## src/rtl/axil_protocol_monitor.sv

```systemverilog
// Passive AXI4-Lite link monitor: stability, ordering, overflow and timeout checks
// with sticky flags, a first-error code and saturating transaction counters.
module axil_protocol_monitor #(
    parameter int unsigned C_AXI_DATA_WIDTH  = 32,
    parameter int unsigned C_AXI_ADDR_WIDTH  = 8,
    parameter int unsigned C_MAX_OUTSTANDING = 4,
    parameter int unsigned C_TIMEOUT         = 16,
    parameter int unsigned C_CNT_WIDTH       = 16
) (
    input  logic                          AXI_ACLK,
    input  logic                          AXI_ARESETN,
    input  logic [C_AXI_ADDR_WIDTH-1:0]   AXI_ARADDR,
    input  logic [2:0]                    AXI_ARPROT,
    input  logic                          AXI_ARVALID,
    input  logic                          AXI_ARREADY,
    input  logic [C_AXI_DATA_WIDTH-1:0]   AXI_RDATA,
    input  logic [1:0]                    AXI_RRESP,
    input  logic                          AXI_RVALID,
    input  logic                          AXI_RREADY,
    input  logic [C_AXI_ADDR_WIDTH-1:0]   AXI_AWADDR,
    input  logic [2:0]                    AXI_AWPROT,
    input  logic                          AXI_AWVALID,
    input  logic                          AXI_AWREADY,
    input  logic [C_AXI_DATA_WIDTH-1:0]   AXI_WDATA,
    input  logic [C_AXI_DATA_WIDTH/8-1:0] AXI_WSTRB,
    input  logic                          AXI_WVALID,
    input  logic                          AXI_WREADY,
    input  logic [1:0]                    AXI_BRESP,
    input  logic                          AXI_BVALID,
    input  logic                          AXI_BREADY,
    input  logic                          err_clr,
    output logic [9:0]                    err_flags,
    output logic                          err_pulse,
    output logic [3:0]                    first_err_code,
    output logic [C_CNT_WIDTH-1:0]        rd_txn_cnt,
    output logic [C_CNT_WIDTH-1:0]        wr_txn_cnt,
    output logic [7:0]                    rd_pending,
    output logic [7:0]                    wr_pending
);

    localparam int unsigned AP_W = C_AXI_ADDR_WIDTH + 3;
    localparam int unsigned WP_W = C_AXI_DATA_WIDTH + C_AXI_DATA_WIDTH / 8;
    localparam int unsigned RP_W = C_AXI_DATA_WIDTH + 2;
    localparam logic [7:0]  MAX_PEND = 8'(C_MAX_OUTSTANDING);
    localparam logic [15:0] TO_LAST  = 16'(C_TIMEOUT - 1);
    localparam logic [15:0] TO_HOLD  = 16'(C_TIMEOUT);

    // Channel index order matches error bits 0..4: AR, AW, W, R, B.
    logic [4:0] valid, ready, hs, unstable, stall, hs_fire;
    logic [AP_W-1:0] ar_pl, aw_pl;
    logic [WP_W-1:0] w_pl;
    logic [RP_W-1:0] r_pl;

    logic [4:0]      prev_valid_q, prev_ready_q;
    logic [AP_W-1:0] prev_ar_q, prev_aw_q;
    logic [WP_W-1:0] prev_w_q;
    logic [RP_W-1:0] prev_r_q;
    logic [1:0]      prev_b_q;
    logic            armed_q;

    logic [7:0]  rd_pend_q, aw_pend_q, w_pend_q;
    logic [8:0]  rd_step, aw_step, w_step;
    logic [4:0][15:0] hs_tmr_q, hs_tmr_d;
    logic [15:0] rto_tmr_q, rto_tmr_d, wto_tmr_q, wto_tmr_d;
    logic        rto_run, wto_run, rto_fire, wto_fire;
    logic [C_CNT_WIDTH-1:0] rd_cnt_q, wr_cnt_q;

    logic [9:0] viol, flags_q, flags_d;
    logic [3:0] code_q, code_d, low_idx;
    logic       pulse_q;

    // Returns {overflow, next}; simultaneous +1/-1 holds, -1 never wraps below 0.
    function automatic logic [8:0] pend_step(input logic [7:0] cnt, input logic inc,
                                             input logic dec);
        logic [8:0] r;
        r = {1'b0, cnt};
        if (inc && !dec) begin
            if (cnt >= MAX_PEND) r[8] = 1'b1;
            else                 r[7:0] = cnt + 8'd1;
        end else if (dec && !inc && cnt != '0) begin
            r[7:0] = cnt - 8'd1;
        end
        return r;
    endfunction

    assign valid = {AXI_BVALID, AXI_RVALID, AXI_WVALID, AXI_AWVALID, AXI_ARVALID};
    assign ready = {AXI_BREADY, AXI_RREADY, AXI_WREADY, AXI_AWREADY, AXI_ARREADY};
    assign hs    = valid & ready;
    assign stall = valid & ~ready;
    assign ar_pl = {AXI_ARADDR, AXI_ARPROT};
    assign aw_pl = {AXI_AWADDR, AXI_AWPROT};
    assign w_pl  = {AXI_WDATA, AXI_WSTRB};
    assign r_pl  = {AXI_RDATA, AXI_RRESP};

    always_comb begin
        unstable = '0;
        unstable[0] = !valid[0] || (ar_pl != prev_ar_q);
        unstable[1] = !valid[1] || (aw_pl != prev_aw_q);
        unstable[2] = !valid[2] || (w_pl != prev_w_q);
        unstable[3] = !valid[3] || (r_pl != prev_r_q);
        unstable[4] = !valid[4] || (AXI_BRESP != prev_b_q);
        unstable = unstable & prev_valid_q & ~prev_ready_q;
    end

    assign rd_step = pend_step(rd_pend_q, hs[0], hs[3]);
    assign aw_step = pend_step(aw_pend_q, hs[1], hs[4]);
    assign w_step  = pend_step(w_pend_q,  hs[2], hs[4]);

    // Timers saturate one past the firing value so each timeout fires once per run.
    always_comb begin
        hs_tmr_d = '0;
        hs_fire  = '0;
        for (int unsigned i = 0; i < 5; i++) begin
            if (stall[i]) begin
                hs_fire[i]  = (hs_tmr_q[i] == TO_LAST);
                hs_tmr_d[i] = (hs_tmr_q[i] == TO_HOLD) ? hs_tmr_q[i] : hs_tmr_q[i] + 16'd1;
            end
        end
    end

    assign rto_run   = (rd_pend_q != '0) && !AXI_RVALID;
    assign wto_run   = (aw_pend_q != '0) && (w_pend_q != '0) && !AXI_BVALID;
    assign rto_fire  = rto_run && (rto_tmr_q == TO_LAST);
    assign wto_fire  = wto_run && (wto_tmr_q == TO_LAST);
    assign rto_tmr_d = !rto_run ? '0 : (rto_tmr_q == TO_HOLD) ? rto_tmr_q : rto_tmr_q + 16'd1;
    assign wto_tmr_d = !wto_run ? '0 : (wto_tmr_q == TO_HOLD) ? wto_tmr_q : wto_tmr_q + 16'd1;

    always_comb begin
        viol    = '0;
        viol[4:0] = unstable;
        viol[5] = AXI_RVALID && (rd_pend_q == '0);
        viol[6] = AXI_BVALID && ((aw_pend_q == '0) || (w_pend_q == '0));
        viol[7] = rd_step[8] | aw_step[8] | w_step[8];
        viol[8] = |hs_fire;
        viol[9] = rto_fire | wto_fire;
        if (!armed_q) viol = '0;
    end

    always_comb begin
        low_idx = 4'hF;
        for (int unsigned i = 0; i < 10; i++) begin
            if (viol[i] && low_idx == 4'hF) low_idx = 4'(i);
        end
    end

    // Clear is applied first, then new violations are merged so set wins.
    always_comb begin
        flags_d = (err_clr ? '0 : flags_q) | viol;
        code_d  = err_clr ? 4'hF : code_q;
        if (code_d == 4'hF) code_d = low_idx;
    end

    always_ff @(posedge AXI_ACLK) begin
        if (!AXI_ARESETN) begin
            prev_valid_q <= '0;
            prev_ready_q <= '0;
            prev_ar_q    <= '0;
            prev_aw_q    <= '0;
            prev_w_q     <= '0;
            prev_r_q     <= '0;
            prev_b_q     <= '0;
            armed_q      <= 1'b0;
            rd_pend_q    <= '0;
            aw_pend_q    <= '0;
            w_pend_q     <= '0;
            hs_tmr_q     <= '0;
            rto_tmr_q    <= '0;
            wto_tmr_q    <= '0;
            rd_cnt_q     <= '0;
            wr_cnt_q     <= '0;
            flags_q      <= '0;
            code_q       <= 4'hF;
            pulse_q      <= 1'b0;
        end else begin
            prev_valid_q <= valid;
            prev_ready_q <= ready;
            prev_ar_q    <= ar_pl;
            prev_aw_q    <= aw_pl;
            prev_w_q     <= w_pl;
            prev_r_q     <= r_pl;
            prev_b_q     <= AXI_BRESP;
            armed_q      <= 1'b1;
            rd_pend_q    <= rd_step[7:0];
            aw_pend_q    <= aw_step[7:0];
            w_pend_q     <= w_step[7:0];
            hs_tmr_q     <= hs_tmr_d;
            rto_tmr_q    <= rto_tmr_d;
            wto_tmr_q    <= wto_tmr_d;
            if (hs[3] && rd_cnt_q != '1) rd_cnt_q <= rd_cnt_q + 1'b1;
            if (hs[4] && wr_cnt_q != '1) wr_cnt_q <= wr_cnt_q + 1'b1;
            flags_q      <= flags_d;
            code_q       <= code_d;
            pulse_q      <= |viol;
        end
    end

    assign err_flags      = flags_q;
    assign err_pulse      = pulse_q;
    assign first_err_code = code_q;
    assign rd_txn_cnt     = rd_cnt_q;
    assign wr_txn_cnt     = wr_cnt_q;
    assign rd_pending     = rd_pend_q;
    assign wr_pending     = (aw_pend_q < w_pend_q) ? aw_pend_q : w_pend_q;

endmodule
```

## config.mk

```make
export PLATFORM = sky130hd
export DESIGN_NAME = axil_protocol_monitor
export DESIGN_NICKNAME = d
export VERILOG_FILES = /design/src/rtl/axil_protocol_monitor.sv
export SDC_FILE = /design/constraint.sdc
export NUM_CORES = 1
export LEC_CHECK = 0
export ABC_AREA = 1
export CAP_MARGIN = 10
export CORE_MARGIN = 5
export CORE_UTILIZATION = 32
export DETAILED_ROUTE_END_ITERATION = 10
export PLACE_DENSITY = 0.6
export SYNTH_ARGS = -nofsm -noshare
export SYNTH_HDL_FRONTEND = slang
export SYNTH_SLANG_ARGS = --single-unit
```

## constraint.sdc

```tcl
create_clock -name AXI_ACLK -period 4.2 [get_ports AXI_ACLK]
set_clock_uncertainty 0.1 [all_clocks]
set_input_delay 0.63 -clock AXI_ACLK [delete_from_list [all_inputs] [get_ports AXI_ACLK]]
set_output_delay 0.63 -clock AXI_ACLK [all_outputs]
set_load 0.05 [all_outputs]
```

; ---- After elaboration in Yosys (flattened, before gate mapping)
; Cells that the tools add are included.
[totals]
rom_bits = 0
word_cells = 186
reg_bits = 288
input_bits = 107
memories = 0
latchBits = 0
ram_bits = 0
[classes]
n_addsub = 15
div_mod_pow = 0
order_cmp = 4
n_mux = 36
reduce_logical = 64
multipliers = 0
shift = 0
bitwise = 10
n_eq_ne = 34
[ops]
columns = op, count
row1 = $add 16x1->16 const B, 9
row2 = $eq 16x4->1 const B, 7
row3 = $eq 16x5->1 const B, 7
row4 = $mux 8, 10
row5 = $mux 4, 12
row6 = $eq 4x4->1 const B, 10
row7 = $ne 36x36->1, 1
row8 = $ne 34x34->1, 1
row9 = $ne 16x16->1 const B, 2
row10 = $logic_and 1x1->1, 27
row11 = $add 8x1->8 const B, 3
row12 = $ge 8x3->1 const B, 3
row13 = $logic_not 8->1, 3
row14 = $reduce_bool 8->1, 3
row15 = $sub 8x1->8 const B, 3
row16 = $ne 11x11->1, 2
row17 = $and 5x5->5, 4
row18 = $mux 10, 2
row19 = $reduce_and 2->1, 10
row20 = $mux 1, 12
row21 = $logic_not 1->1, 10
row22 = $not 5->5, 2
row23 = $or 10x10->10, 1
row24 = $reduce_or 10->1, 1
row25 = other kinds (7), 18

; ---- Depth between registers and ports, before layout
; Gate-level depths: netlist (run 1).
[logic_depth]
ltp_word = 36
mapped_depth = 18
mapped_depth_nobuf = 18

; ---- Worst setup path after synthesis (run 1)
; OpenSTA, ideal clock, no wires.
[synth_path]
kind = reg2out
start = register w_pend_q[1]
end = output wr_pending[4]
required_ns = 3.470
setup_slack_ns = 1.094
t_arrival_ns = 2.376
path_stages_with_launch = 12
path_cell_list = dfxtp_1 > inv_1 > ha_1 > a21boi_1 > o211ai_1 > nand2_1 > nand3_1 > nand2_1 > a21oi_1 > o21bai_2 > buf_2 > a21oi_1
[synth_between]
elab_chain_len = 2
[synth_rtl]
columns = item, line
row1 = start: declaration, 61  ; logic [7:0] rd_pend_q, aw_pend_q, w_pend_q;
row2 = start signal: assignment, 185  ; w_pend_q <= w_step[7:0];
row3 = $lt 8x8->1, 203  ; assign wr_pending = (aw_pend_q < w_pend_q) ? aw_pend_q : w_pend_q;
row4 = $mux 8, 203
row5 = end: declaration, 38  ; output logic [7:0] wr_pending
; No other way between the ends.

; ---- Worst setup path in the final report (run 1)
[layout_path]
start = register w_pend_q[1]
end = output wr_pending[7]
; The elaborated chain is that of the path after synthesis.

==> results.md, run 1 <==
* Outcome: finished clean
* Sequential share of the synthesized area at 40.83%
* Syn nets at between 2000 and 2500
* Setup Crit Path Kind: reg -> out
* Crit path capture type: primary output
* Starting Density at 32.15%
* Max Buffers Root-to-Sink at 3
* Min-delay worst type: reg -> reg
* Max FO, Critical Path at 16
* Synth top area cells: dfxtp_1 (41%), nand2_1 (12%), inv_1 (10%)
* Critical path's largest stage delay at 820 ps
* Syn-to-layout area delta at 25.14%
* Cell with the most instances after synthesis: nand2_1
* Total GRT Usage at between 10% and 20%
* Clk pin slew, worst setup/hold paths at 50 ps
* Die ar. at just under 50000 um2
* Worst-path cell chain: inv_1, ha_1, a21boi_1, o211ai_1, nand2_1, nand3_1, nand2_1, a21oi_1, o21bai_4, a21oi_1, clkdlybuf4s50_1
* DRC Markers at 0
* Worst-margin pin slew at 847.8 ps
* Final period utilization at between 90 and 100%
* Type of origin of the critical path: flip-flop
* Die X-Extent at approximately 220 um
* Max_cap viols at 0
* Port Buffer Count at between 150 and 200
* Worst path top cell family by delay: buffers and inverters
* Wire per inst at ~12 um
* Initial antenna violation count at 1
* Total core area at between 40000 and 50000 um2
* Net count, final at 2379
* Clk_lat worst skew at between 500 and 600 ps
* Syn Area/Cell at between 6 and 7 um2
* Logic pwr share at between 20% and 30%
* Post-synth top area cell: dfxtp_1
* Tot Pwr at 8.505 mW
* Sw frac at 33.42%
* Clk network pwr share at a little over a third
* Layout cells sized above 1 at ~5.6%
* Pins Over Slew Limit at 0
* Clk sink count at 288
* Final antenna-violating net count at 0
* FFs w/ async S/R, synth at 0%
* Count of non-filler cells in the finished layout at about 2800
* CTS buffer count at 36
* Placer Congestion at a little under 0.9
* Sequential group share of total power at ~36%
* Crit path DAT at ~3200 ps
* Power Dens Cells at around 480 nW/um2
* Area share of the largest cell type after synthesis at 40.83%
* Wirelength, routed at roughly 35 mm
* RSZ-0062 raised after global routing: false
* Buf/Inv on CP at 2
* Max Clk Rate at 0.2540 GHz
* Starting DRT DRC Count at between 700 and 800
* Post-CTS Hold Buffers at 0
* Crit-path slowest cell: clkdlybuf4s50_1
* Num rows at 77
* Final Hold Vio Count at 0
* Vias at 12860
* Mapped Cells at 2047
* Setup bufs post-CTS at 0
* Setup TNS at 0 ps
* Prevailing post-synth register cell: dfxtp_1
* Peak supply drop at 0.0005313 V
* Internal power at between 5 and 6 mW
* LEAKAGE at between 7 and 8 nW
* Mapped Area at 14120 um2
* Sw power at 2.842 mW
* Die height at 220.1 um
* Overflow after GRT at 0
* Detailed Routing Iterations Pass 1 at 6
* YS warnings at 0
* Setup Viol. Count Final at 0
* Normalized max-slew margin at around 43%
* Fin crit period at around 4000 ps
* Post-synthesis register bit count at 288
* H-tree Lvls at 2
* Most frequent cells after synthesis: nand2_1 (454), inv_1 (380), dfxtp_1 (288), nor2_1 (208), a21oi_1 (158)
* Clock Root Buffer: clkbuf_16
* CTS tree: done
* Dpl cells at around 2800
* Largest net degree at the start of global routing at 50
* Yosys cell types at 45
* First-pass GRT wire length at 57.54 mm
* Dpl hpwl at 26.74 mm
* Vias per std cell at 4.520
* Post-synth EDFFs at 0
* Worst EP required at around 3500 ps
* Post_cts resized at 0
* Vias in the first global route at 11890
* Number of I/O pins at 170
-- layer usage --
layer / share of wire [%] / vias to the layer above / wire (um) / global-route usage (%)
met3: 5.6 / 50 / 1978 / 2.844
met1: 48 / 5761 / 16890 / 19.13
met5: 0 / - / 0 / 0
met4: 2.1 / 0 / 744 / 4.389
li1: - / 6803 / - / -
met2: 45 / 249 / 15880 / 23.88
-- flip-flops by register name, indices dropped and copies added, names as in the netlist, 10 cells and up --
register and count:
prev_aw_q 11, prev_r_q 34, prev_w_q 36, rd_txn_cnt 16, hs_tmr_q 80, wto_tmr_q 16, rto_tmr_q 16, prev_ar_q 11
err_flags 10, wr_txn_cnt 16
-- power by group through the flow --
stage / combinational, mW / sequential (mW) / clock, mW
final: 2.34 / 3.07 / 3.10
after detailed placement: 2.33 / 3.12 / 0
after floorplan: 1.47 / 3.24 / 0
after global routing: 2.59 / 3.09 / 3.35
after CTS: 2.34 / 3.07 / 3.22
after global placement: 2.27 / 3.12 / 0
-- layout by cell type, fill, tap and decap left out, drive strengths merged, types with 2 or more instances in the layout --
cell type / count
a31oi: 10
o22ai: 3
a21oi: 158
buf: 5
nand3b: 3
nand3: 71
o211ai: 2
fa: 3
clkinvlp: 2
xnor2: 39
bufinv: 2
ha: 41
nor3: 55
nand4: 43
nor4: 22
inv: 414
o21a: 12
a21o: 3
xor2: 27
nand2: 456
nor2: 216
clkbuf: 53
o21ai: 115
or2: 11
and2: 3
dfxtp: 288
clkinv: 10
nor3b: 9
a211oi: 4
clkdlybuf4s50: 167
-- kinds of logic (layout without fill, tap and decap cells) --
kind of cell               after synthesis  after routing  share of synthesized area, %
AOI/OAI and AO/OA                      312            312                         11.69
and+or+nand+nor                        889            889                         27.31
buffers and inverters                  448            654                         12.03
DFF                                    288            288                         40.83
other                                    0              1                             0
xor gates and xnor gates                66             66                         4.093
adders and majority gates               44             44                         4.058
-- area by class of cell --
class	count	area (um2)
Clock inverter	10	116.4
Multi-Input combinational cell	1311	6665
Timing Repair Buffer	173	1722
Fill cell	4535	26260
Inverter	418	1574
Clock buffer	53	1087
Tap cell	592	740.7
Sequential cell	288	5766
Antenna cell	1	2.502
-- final timing paths --
check                           slack (ps)                end    startpoint  cells after the start
worst min-delay path                   360       hs_tmr_q[15]  hs_tmr_q[15]                      1
worst min register to register         360       hs_tmr_q[15]  hs_tmr_q[15]                      1
worst max register to register        1720  first_err_code[2]  aw_pend_q[3]                     11
worst max-delay path                   260      wr_pending[7]   w_pend_q[1]                     11
-- per-stage QoR --
step / worst slack, ps / hold WS (ps) / utilization, % / area, um2
floorplan: 1094 / 322.4 / - / 14120
global placement: 611.8 / 339.8 / 37.46 / 16460
detailed placement: 546.1 / 350.9 / 37.46 / 16460
CTS: 36.17 / 360.4 / 40.20 / 17660
global route: 7.629 / 384.8 / 40.22 / 17670
finish: 262.2 / 358.7 / 40.23 / 17670
Power figures use the tool's default switching activity.
==> run 2: changes to the inputs <==
CTS_BUF_LIST = sky130_fd_sc_hd__clkbuf_4 sky130_fd_sc_hd__clkbuf_8   (was default)
TNS_END_PERCENT = 30   (was default)
==> run 2 against run 1 <==
  * Final area shrank 0.11%
  * Utilization is essentially flat
  * Register-to-register slack gained 40 ps
  * Fmax grew 7.5%
  * Global-route usage is essentially flat
  * Worst setup slack gained 280 ps
  * Power shrank 2.7%
  * First-iteration DRC count grew 0.88%
  * Combinational power is essentially flat
  * Flip-flop and latch count is the same
==> results.md, run 2 (synthesized netlist as in run 1, its figures left out) <==
* Final period utilization at ~87%
* Largest net degree at the start of global routing at 50
* Top flop regs: hs_tmr_q: 80 flops, prev_w_q: 36 flops, prev_r_q: 34 flops
* Vias per std cell at about 4.5
* Most common cell after layout, fill and taps aside: nand2_1
* Vias at between 10000 and 15000
* LEAKAGE at between 7 and 8 nW
* Setup Crit Path Kind: reg -> out
* Buf/Inv on CP at 2
* Final antenna-violating net count at 0
* Die height at roughly 220 um
* Num rows at 77
* Largest register by flop count: hs_tmr_q
* Wire per inst at ~12 um
* Initial antenna violation count at 2
* Max reg flops at 80
* CTS tree: done
* Starting DRT DRC Count at 800
* Setup TNS at 0 ps
* Peak supply drop at roughly 0.00047 V
* Total core area at ~44000 um2
* WHS at 312.9 ps
* Inserted Diodes at 0
* Total GRT Usage at between 10% and 20%
* Dpl hpwl at between 20 and 30 mm
* Max Clk Rate at roughly 0.27 GHz
* Placer Congestion at 0.8948
* Port Buffer Count at between 150 and 200
* Clk_lat worst skew at approximately 630 ps
* Final Core Density at approximately two fifths
* RSZ-0062 raised after global routing: false
* Pins Over Slew Limit at 0
* Net count, final at between 2000 and 2500
* Vias in the first global route at 12010
* Clk pin slew, worst setup/hold paths at roughly 60 ps
* Final Hold Vio Count at 0
* Max FO, Critical Path at 16
* Worst-margin pin slew at around 870 ps
* Type of origin of the critical path: flip-flop
* Min-delay worst type: in -> reg
* Crit path capture type: primary output
* Number of I/O pins at 170
* Detailed Routing Iterations Pass 1 at 6
* Critical path's largest stage delay at between 400 and 500 ps
* Most frequent cells in the layout: nand2_1 (454), inv_1 (380), dfxtp_1 (288), nor2_1 (208), clkdlybuf4s50_1 (160)
* Worst path top cell family by delay: compound AO/OA/AOI/OAI gates
* Worst EP required at ~3500 ps
* First-pass GRT wire length at ~58 mm
* Clk sink count at between 200 and 300
* Fillers at approximately 4600
* Setup Viol. Count Final at 0
* Fin crit period at approximately 3700 ps
* Power Dens Cells at ~470 nW/um2
* Normalized max-slew margin at 41.71%
* Clock Root Buffer: clkbuf_8
* Wirelength, routed at approximately 36 mm
* Crit-path slowest cell: dlymetal6s2s_1
* DRC Markers at 0
* Starting Density at between 30% and 40%
* Die ar. at between 40000 and 50000 um2
* Outcome: finished clean
* Max Buffers Root-to-Sink at 3
* Syn-to-layout area delta at 25.01%
* Die X-Extent at around 220 um
* CTS buffer count at 54
* Crit path DAT at a little under 3000 ps
* Layout cells sized above 1 at 7.343%
* CP most frequent cell: nand2_1
* Max_cap viols at 0
* Worst-path cell chain: inv_1, ha_1, a21boi_1, o211ai_1, nand2_1, nand3_1, nand2_1, a21oi_1, o21bai_4, o21ai_1, dlymetal6s2s_1
* Overflow after GRT at 0
* Tot Pwr at just over 8 mW
* H-tree Lvls at 2
==> run 2: stage by stage <==
| step | instances | instance area (um2) | worst slack, ps |
|---|---|---|---|
| 6_report | 2880 | 17650 | 538.2 |
| 5_1_grt | 2880 | 17650 | 278.8 |
| 4_1_cts | 2880 | 17630 | 92.92 |
| 3_3_place_gp | 2782 | 16460 | 611.8 |
| 2_1_floorplan | 2047 | 14120 | 1094 |
| 3_5_place_dp | 2782 | 16460 | 546.1 |
==> run 2: path summary, 6_finish.rpt <==
kind / from / to / slack [ps] / depth (start not counted)
setup reg to reg: aw_pend_q[3] / first_err_code[2] / 1760 / 11
hold reg to reg: hs_tmr_q[15] / hs_tmr_q[15] / 360 / 1
hold / removal: AXI_ARESETN / armed_q / 310 / 1
setup / recovery: w_pend_q[1] / wr_pending[0] / 540 / 11
==> run 2: layout make-up <==
| class | count | area (um2) | share of cell area, % |
|---|---|---|---|
| Timing Repair Buffer | 173 | 1739 | 9.851 |
| Sequential cell | 288 | 5766 | 32.66 |
| Inverter | 418 | 1574 | 8.916 |
| Clock buffer | 90 | 1107 | 6.272 |
| Clock inverter | 8 | 62.56 | 0.3544 |
| Multi-Input combinational cell | 1311 | 6665 | 37.75 |
| Tap cell | 592 | 740.7 | 4.196 |
==> run 2: worst register-to-register path, delay by kind of cell, from the launching register on <==
family                 cells  cell delay (ps)
AO/OA/AOI/OAI              1              360
buffers and inverters      1               80
flip-flops                 1              400
AND/OR/NAND/NOR            9             1410
==> run 2: timing repair <==
item                       in CTS  in global routing
hold buffers                    0                  0
resized for setup               1                  8
buffers inserted                0                  0
pin swaps                       0                  0
setup endpoints to repair       8                  8
==> run 2: metal layers <==
metal / GRT usage [%] / share of wire (%)
met4: 4.701 / 2.2
met5: 0 / 0.036
met1: 18.99 / 47
met3: 3.421 / 6.4
met2: 23.57 / 44
==> run 2: where the power goes <==
part | total, mW | internal (mW) | switching, mW
registers | 3.07 | 2.90 | 0.168
clock network | 2.88 | 1.66 | 1.22
logic | 2.33 | 0.841 | 1.49
total | 8.27 | 5.40 | 2.87
